--- src/rtl/fpu_seq_ctrl.sv ---
// fpu_seq_ctrl: in-order FPU program sequencer (FETCH/ISSUE/WAIT/WB); define FPU_SEQ_TIMEOUT_EN to add a WAIT watchdog
module fpu_seq_ctrl #(
    parameter int PROG_LEN    = 15,
    parameter int TIMEOUT_CYC = 255
) (
    input  logic        clk,
    input  logic        rst,
    input  logic        start,
    output logic [3:0]  instr_addr,
    input  logic [23:0] instr_data,
    output logic [4:0]  rf_raddr_a,
    output logic [4:0]  rf_raddr_b,
    input  logic [31:0] rf_rdata_a,
    input  logic [31:0] rf_rdata_b,
    output logic [31:0] alu_a,
    output logic [31:0] alu_b,
    output logic [4:0]  alu_op,
    output logic        alu_req,
    input  logic        alu_done,
    input  logic [31:0] alu_result,
    output logic        rf_we,
    output logic [4:0]  rf_waddr,
    output logic [31:0] rf_wdata,
    output logic        busy,
    output logic        done,
    output logic        err
);
    localparam logic [2:0] IDLE  = 3'd0;
    localparam logic [2:0] FETCH = 3'd1;
    localparam logic [2:0] ISSUE = 3'd2;
    localparam logic [2:0] WAIT  = 3'd3;
    localparam logic [2:0] WB    = 3'd4;
    localparam logic [2:0] DONE  = 3'd5;
    localparam logic [3:0] LAST_PC = 4'(PROG_LEN - 1);

    logic [2:0]  state;
    logic [3:0]  pc;
    logic [23:0] ir;
    logic [31:0] result;
    logic        halt;
    logic        timeout;
    logic        unused_bits;

    assign halt        = ir[13:9] == 5'b11111;
    assign instr_addr  = pc;
    assign rf_raddr_a  = ir[23:19];
    assign rf_raddr_b  = ir[18:14];
    assign alu_req     = state == WAIT;
    assign rf_we       = state == WB;
    assign rf_waddr    = ir[8:4];
    assign rf_wdata    = result;
    assign busy        = state != IDLE;
    assign done        = state == DONE;
    assign unused_bits = ^{ir[3:0], TIMEOUT_CYC != 0};

`ifdef FPU_SEQ_TIMEOUT_EN
    localparam logic [7:0] LAST_CNT = 8'(TIMEOUT_CYC - 1);
    logic [7:0] cnt;
    logic       err_q;
    assign timeout = cnt == LAST_CNT;
    assign err     = err_q;
    // WAIT watchdog: count restarts on every WAIT entry; err is sticky until the next accepted start
    always_ff @(posedge clk) begin
        if (rst) begin
            cnt   <= '0;
            err_q <= 1'b0;
        end else begin
            if (state == ISSUE) cnt <= '0;
            else if (state == WAIT) cnt <= cnt + 8'd1;
            if (state == IDLE && start) err_q <= 1'b0;
            else if (state == WAIT && !alu_done && timeout) err_q <= 1'b1;
        end
    end
`else
    assign timeout = 1'b0;
    assign err     = 1'b0;
`endif

    // sequencer: one instruction at a time, write-back finishes before the next fetch
    always_ff @(posedge clk) begin
        if (rst) begin
            state  <= IDLE;
            pc     <= '0;
            ir     <= '0;
            alu_a  <= '0;
            alu_b  <= '0;
            alu_op <= '0;
            result <= '0;
        end else begin
            case (state)
                IDLE: if (start) begin
                    pc    <= '0;
                    state <= FETCH;
                end
                FETCH: begin
                    ir    <= instr_data;
                    state <= ISSUE;
                end
                ISSUE: if (halt) state <= DONE;
                else begin
                    alu_a  <= rf_rdata_a;
                    alu_b  <= rf_rdata_b;
                    alu_op <= ir[13:9];
                    state  <= WAIT;
                end
                WAIT: if (alu_done) begin
                    result <= alu_result;
                    state  <= WB;
                end else if (timeout) state <= DONE;
                WB: if (pc == LAST_PC) state <= DONE;
                else begin
                    pc    <= pc + 4'd1;
                    state <= FETCH;
                end
                DONE:    state <= IDLE;
                default: state <= IDLE;
            endcase
        end
    end
endmodule

--- config.mk ---
export PLATFORM = sky130hd
export DESIGN_NAME = fpu_seq_ctrl
export DESIGN_NICKNAME = d
export VERILOG_FILES = /design/src/rtl/fpu_seq_ctrl.sv
export SDC_FILE = /design/constraint.sdc
export NUM_CORES = 1
export LEC_CHECK = 0
export CORE_UTILIZATION = 30
export DETAILED_ROUTE_END_ITERATION = 6
export DONT_BUFFER_PORTS = 1
export HOLD_SLACK_MARGIN = 0.1
export PLACE_DENSITY_LB_ADDON = 0.2
export SKIP_LAST_GASP = 1
export SYNTH_ARGS = -nofsm -noshare
export SYNTH_HDL_FRONTEND = slang
export SYNTH_SLANG_ARGS = --single-unit
--- constraint.sdc ---
create_clock -name clk -period 2.1 [get_ports clk]
set_input_delay 0.21 -clock clk [delete_from_list [all_inputs] [get_ports clk]]
set_output_delay 0.21 -clock clk [all_outputs]
set_load 0.005 [all_outputs]
==> flow_summary.ini, run 1 <==
[drt]
viasPerCell = 4.66
firstDrtPassIters = 5
routedWlPerCell_um = 14.4
drt_iter0_drc = 167
drc = 0
wirelength_um = 13200
detail-route-antenna-nets = 0
vias = 4271

[logic_synthesis]
synthTopCellsByArea = dfxtp_1 (50%), nand2_1 (17%), mux2i_1 (13%)
ys_seq_area_share_pct = 50.5
synth_cell_type_count = 39
synth_cells = 594
netlist_area_um2 = 5080
syn_avg_cell_area_um2 = 8.55
synth_seq_cells = 128
async_reset_ff_share_pct = 0
netlist.area_leader.share_pct = 50.5
yosys.area.top_type = dfxtp_1
ys_warn_count = 0
syn_nets = 720
synth-edff-count = 0
synthFlopType = dfxtp_1

[setup_path]
cp-end-kind = register
required_ns = 2.45
critical_path_class = reg -> reg
path_max_fanout = 32
cp.arrival_ns = 2.29
cp-start-kind = register
cp-startpoint = state[1]$_SDFFE_PP0P_
timing.rr.start = state[1]$_SDFFE_PP0P_

[clocking]
clockBufferDepth = 2
path_clk_slew_ns = 0.05
cts_tree = done
htreeDepth = 4
cts_setup_buffers = 0
cts_root_buffer = clkbuf_16
cts_made_buffers = 17
cts-resized-gates = 0
postCtsHoldBufs = 118
cts.sinks = 128
clk_latency_ns = 0.42

[job]
max_cap_viol_count = 0

[global_routing]
grt_pass1_vias = 4293
track_usage_pct = 15.3
grt_max_degree = 58
grt_overflow = 0
antenna_found_initial = 0
grt_pass1_wl_um = 21100

[sta]
slew_violations = 0
setup_tns_ns = 0
setup_viol = 0
fin_worst_skew_ns = 0.0107
rsz0062_at_grt = no
period_needed_ns = 1.94
post-route-period-util_pct = 92.3
clock.fmax_ghz = 0.516
hold_violations = 0

[run_status]
status = completed

[power_and_ir_drop]
vdd_drop_max_mv = 0.524
power_leakage_nw = 2.55
power_density_nw_per_um2 = 885

[min_path]
min-delay-start = start
min_path_type = in -> reg

[floorplan]
initial_utilization_pct = 30.6
dieWidth_um = 132
top_level_ports = 249
dieArea_um2 = 17500
rows = 47
die_h_um = 132
coreArea_um2 = 16600

[placed_design]
globalplace.congestion = 0.761
numPortBuffers = 0
place_hpwl_um = 8630

[cells_and_area]
layout-drive-gt1-share_pct = 7.61
area_delta_synth_final_pct = 37.2
final_nets = 810
n_antenna_cell = 0
final_core_util_pct = 42.0
[layout make-up]
cell class | count | area, um^2
clock inverter | 10 | 136
fill | 1574 | 9610
inverter | 3 | 13.8
tap | 220 | 275
clock buffer | 21 | 460
sequential | 128 | 2560
timing repair buffer | 132 | 1330
multi-input combinational | 402 | 2190
[cell families after synthesis]
family | count (synthesis) | synth area share, %
DFF | 128 | 50.5
and+or+nand+nor | 260 | 20.9
other | 1 | 0.0738
buffers and inverters | 64 | 6.87
AOI/OAI and AO/OA | 75 | 8.57
adders and majority gates | 2 | 0.493
muxes | 64 | 12.6
[worst paths after layout]
kind | cells after the start | to | slack [ns]
setup / recovery | 6 | rf_wdata[19]$_SDFFE_PP0P_ | 0.16
hold / removal | 3 | state[0]$_SDFFE_PP0P_ | 0.14
hold reg to reg | 2 | ir[10]$_SDFFE_PP0N_ | 0.47
setup reg to reg | 6 | rf_wdata[19]$_SDFFE_PP0P_ | 0.16
[sequential cells by signal (all words and copies together) (netlist names)]
| signal | count |
|---|---|
| alu_a | 32 |
| alu_b | 32 |
| alu_op | 5 |
| instr_addr | 4 |
| ir | 20 |
| rf_wdata | 32 |
| state | 3 |
[power by group]
| group | switching [mW] | total, mW | internal (mW) |
|---|---|---|---|
| Clock | 1.05 | 2.96 | 1.92 |
| Combinational | 0.268 | 0.568 | 0.300 |
| Sequential | 0.0954 | 2.64 | 2.54 |
| Total | 1.41 | 6.17 | 4.76 |
[per-stage QoR]
stage,power (mW),std cells,setup slack (ns),hold slack [ns],instance area (um^2)
after floorplan,3.00,594,0.483,0.346,5080
after global placement,3.05,767,0.413,0.285,5180
after detailed placement,3.06,767,0.343,0.287,5180
after CTS,6.26,916,0.170,0.112,6970
after global routing,6.44,916,0.0509,0.141,6970
final,6.17,916,0.162,0.135,6970
[layout by cell type, fill, tap and decap left out, drive strengths merged, types with 2 or more instances in the layout]
cell type and n:
dfxtp 128, o221a 5, and4b 2, o41ai 3, dlygate4sd3 117, bufinv 3, inv 3, nand3 3
mux2i 64, nand3b 2, a21oi 58, nand4 2, nor3b 2, nand2 233, clkinv 4, buf 15
ha 2, and3 3, a311oi 2, o21ai 3, clkbuf 21, nor2 2, clkinvlp 3, or3b 2
[worst max-delay path, stage by stage, from the launching register on]
cell           delay (ns)
dfxtp_1              0.33
buf_4                0.23
and4b_1              0.21
buf_4                0.30
nand2_1              0.13
a21oi_1              0.12
dlygate4sd3_1        0.55
[cells in the mapped netlist, types with 2 or more instances]
cell type    n
nor3b_1      2
dfxtp_1    128
nand3b_1     2
ha_1         2
buf_2        2
clkbuf_1    35
and3_1       3
buf_4       22
mux2i_1     64
a21oi_1     58
o41ai_1      3
nand3_1      3
o221a_2      5
nand4_1      2
nand2_1    233
and4b_1      2
o21ai_0      3
nor2_1       2
inv_1        2
a311oi_1     2
[layer usage]
metal / vias up / share of wire, % / GRT usage, %
met5: - / 0 / 0
met4: 0 / 2.0 / 7.49
met3: 21 / 9.3 / 5.92
met2: 200 / 49 / 26.5
met1: 1935 / 40 / 16.1
li1: 2115 / - / -
Power figures use the tool's default switching activity.
==> inputs of run 2 (changes only) <==
--- a/config.mk
+++ b/config.mk
@@ -5,12 +5,13 @@
 export SDC_FILE = /design/constraint.sdc
 export NUM_CORES = 1
 export LEC_CHECK = 0
-export CORE_UTILIZATION = 30
+export CORE_UTILIZATION = 36
 export DETAILED_ROUTE_END_ITERATION = 6
 export DONT_BUFFER_PORTS = 1
 export HOLD_SLACK_MARGIN = 0.1
 export PLACE_DENSITY_LB_ADDON = 0.2
 export SKIP_LAST_GASP = 1
+export SLEW_MARGIN = 20
 export SYNTH_ARGS = -nofsm -noshare
 export SYNTH_HDL_FRONTEND = slang
 export SYNTH_SLANG_ARGS = --single-unit
==> flow_summary.ini, run 2 (synthesis gave the netlist of run 1 again) <==
[run_status]
status = completed

[clocking]
htreeDepth = 4
clk_latency_ns = 0.42
cts.sinks = 128
cts_made_buffers = 17
cts_tree = done
cts-resized-gates = 0
clockBufferDepth = 2
cts_setup_buffers = 0
path_clk_slew_ns = 0.05
postCtsHoldBufs = 119
cts_root_buffer = clkbuf_16

[cells_and_area]
mostFrequentLayoutCells = nand2_1 (233), dfxtp_1 (128), dlygate4sd3_1 (118)
layout-drive-gt1-share_pct = 7.75
layout_commonest_cell = nand2_1
area_delta_synth_final_pct = 36.7
n_fill_cell = 1245
multi_input_area_um2 = 2190
n_antenna_cell = 0
final_nets = 810
layoutNonFillerInstCount = 877
final-seq-area_um2 = 2560

[sta]
hold_violations = 0
slew_violations = 0
holdWs_ns = 0.119
clock.fmax_ghz = 0.535
rsz0062_at_grt = no
post-route-period-util_pct = 89.0
period_needed_ns = 1.87
setup_tns_ns = 0
fin_worst_skew_ns = 0.00692
setup_viol = 0

[setup_path]
path_max_fanout = 32
ff2ff_path_depth = 6
worst-r2r-setup-slack_ns = 0.23
required_ns = 2.46
endpoint = rf_wdata[11]$_SDFFE_PP0P_
path_cells = buf_4 -> and4b_1 -> buf_4 -> nand2_1 -> a21oi_1 -> dlygate4sd3_1
cp.buffers_inverters = 3
cp_slowest_cell = dlygate4sd3_1
cp-startpoint = state[1]$_SDFFE_PP0P_
cp-start-kind = register
cp-end-kind = register
cp_top_family = buffers and inverters
max_stage_delay_ns = 0.54
critical_path_class = reg -> reg
r2r_end = rf_wdata[11]$_SDFFE_PP0P_
cp.arrival_ns = 2.23
timing.rr.start = state[1]$_SDFFE_PP0P_
cp_num_cells = 6
crit_top_cell = buf_4

[power_and_ir_drop]
power_leakage_nw = 2.56
power_density_nw_per_um2 = 891
vdd_drop_max_mv = 0.525

[floorplan]
initial_utilization_pct = 36.7
dieWidth_um = 121
dieArea_um2 = 14600
die_h_um = 121
top_level_ports = 249
coreArea_um2 = 13800
rows = 43

[global_routing]
grt_pass1_wl_um = 20000
grt_overflow = 0
antenna_found_initial = 0
track_usage_pct = 17.7
grt_max_degree = 63
grt_pass1_vias = 4197

[min_path]
min-delay-start = rst
min_path_type = in -> reg

[drt]
routedWlPerCell_um = 14.6
detail-route-antenna-nets = 0
vias = 4288
wirelength_um = 12800
firstDrtPassIters = 4
viasPerCell = 4.89
drc = 0
drt_iter0_drc = 202

[placed_design]
dp_cells = 726
numPortBuffers = 0
place_hpwl_um = 8150
globalplace.congestion = 0.722

[job]
max_cap_viol_count = 0
[run 2: where the power goes]
| part | leakage (nW) | switching [mW] | internal (mW) | total, mW |
|---|---|---|---|---|
| Sequential | 1.04 | 0.0945 | 2.54 | 2.64 |
| Combinational | 1.23 | 0.265 | 0.301 | 0.566 |
| Clock | 0.294 | 1.05 | 1.93 | 2.99 |
| Total | 2.56 | 1.41 | 4.78 | 6.19 |
[run 2: worst min path at each step]
stage | depth (start not counted) | endpoint | slack [ns]
after CTS | 3 | state[2]$_SDFFE_PP0P_ | 0.10
final | 2 | rf_wdata[12]$_SDFFE_PP0P_ | 0.12
after global routing | 2 | rf_wdata[17]$_SDFFE_PP0P_ | 0.13
after global placement | 1 | rf_wdata[5]$_SDFFE_PP0P_ | 0.28
after detailed placement | 1 | rf_wdata[11]$_SDFFE_PP0P_ | 0.29
after floorplan | 2 | ir[14]$_SDFFE_PP0N_ | 0.35
[run 2: routing by layer]
metal	track usage (%)	part of all wire, %	up-vias
li1	-	-	2120
met1	18.4	40	1971
met2	30.8	49	178
met3	6.60	8.9	19
met4	9.41	1.8	0
met5	0	0	-
[run 2: cell type report]
type | count | area share (%)
multi-input combinational | 402 | 31.5
sequential | 128 | 36.9
clock buffer | 24 | 7.37
tap | 180 | 3.24
inverter | 3 | 0.180
timing repair buffer | 132 | 19.4
clock inverter | 8 | 1.46
[run 2: through the flow]
stage	instance area (um^2)	power, mW	util (%)	worst slack, ns
final	6940	6.19	50.2	0.231
after global routing	6940	6.44	50.2	0.120
after CTS	6940	6.26	50.2	0.215
after detailed placement	5120	3.06	37.0	0.378
after global placement	5120	3.04	37.0	0.445
after floorplan	5080	3.00	-	0.483
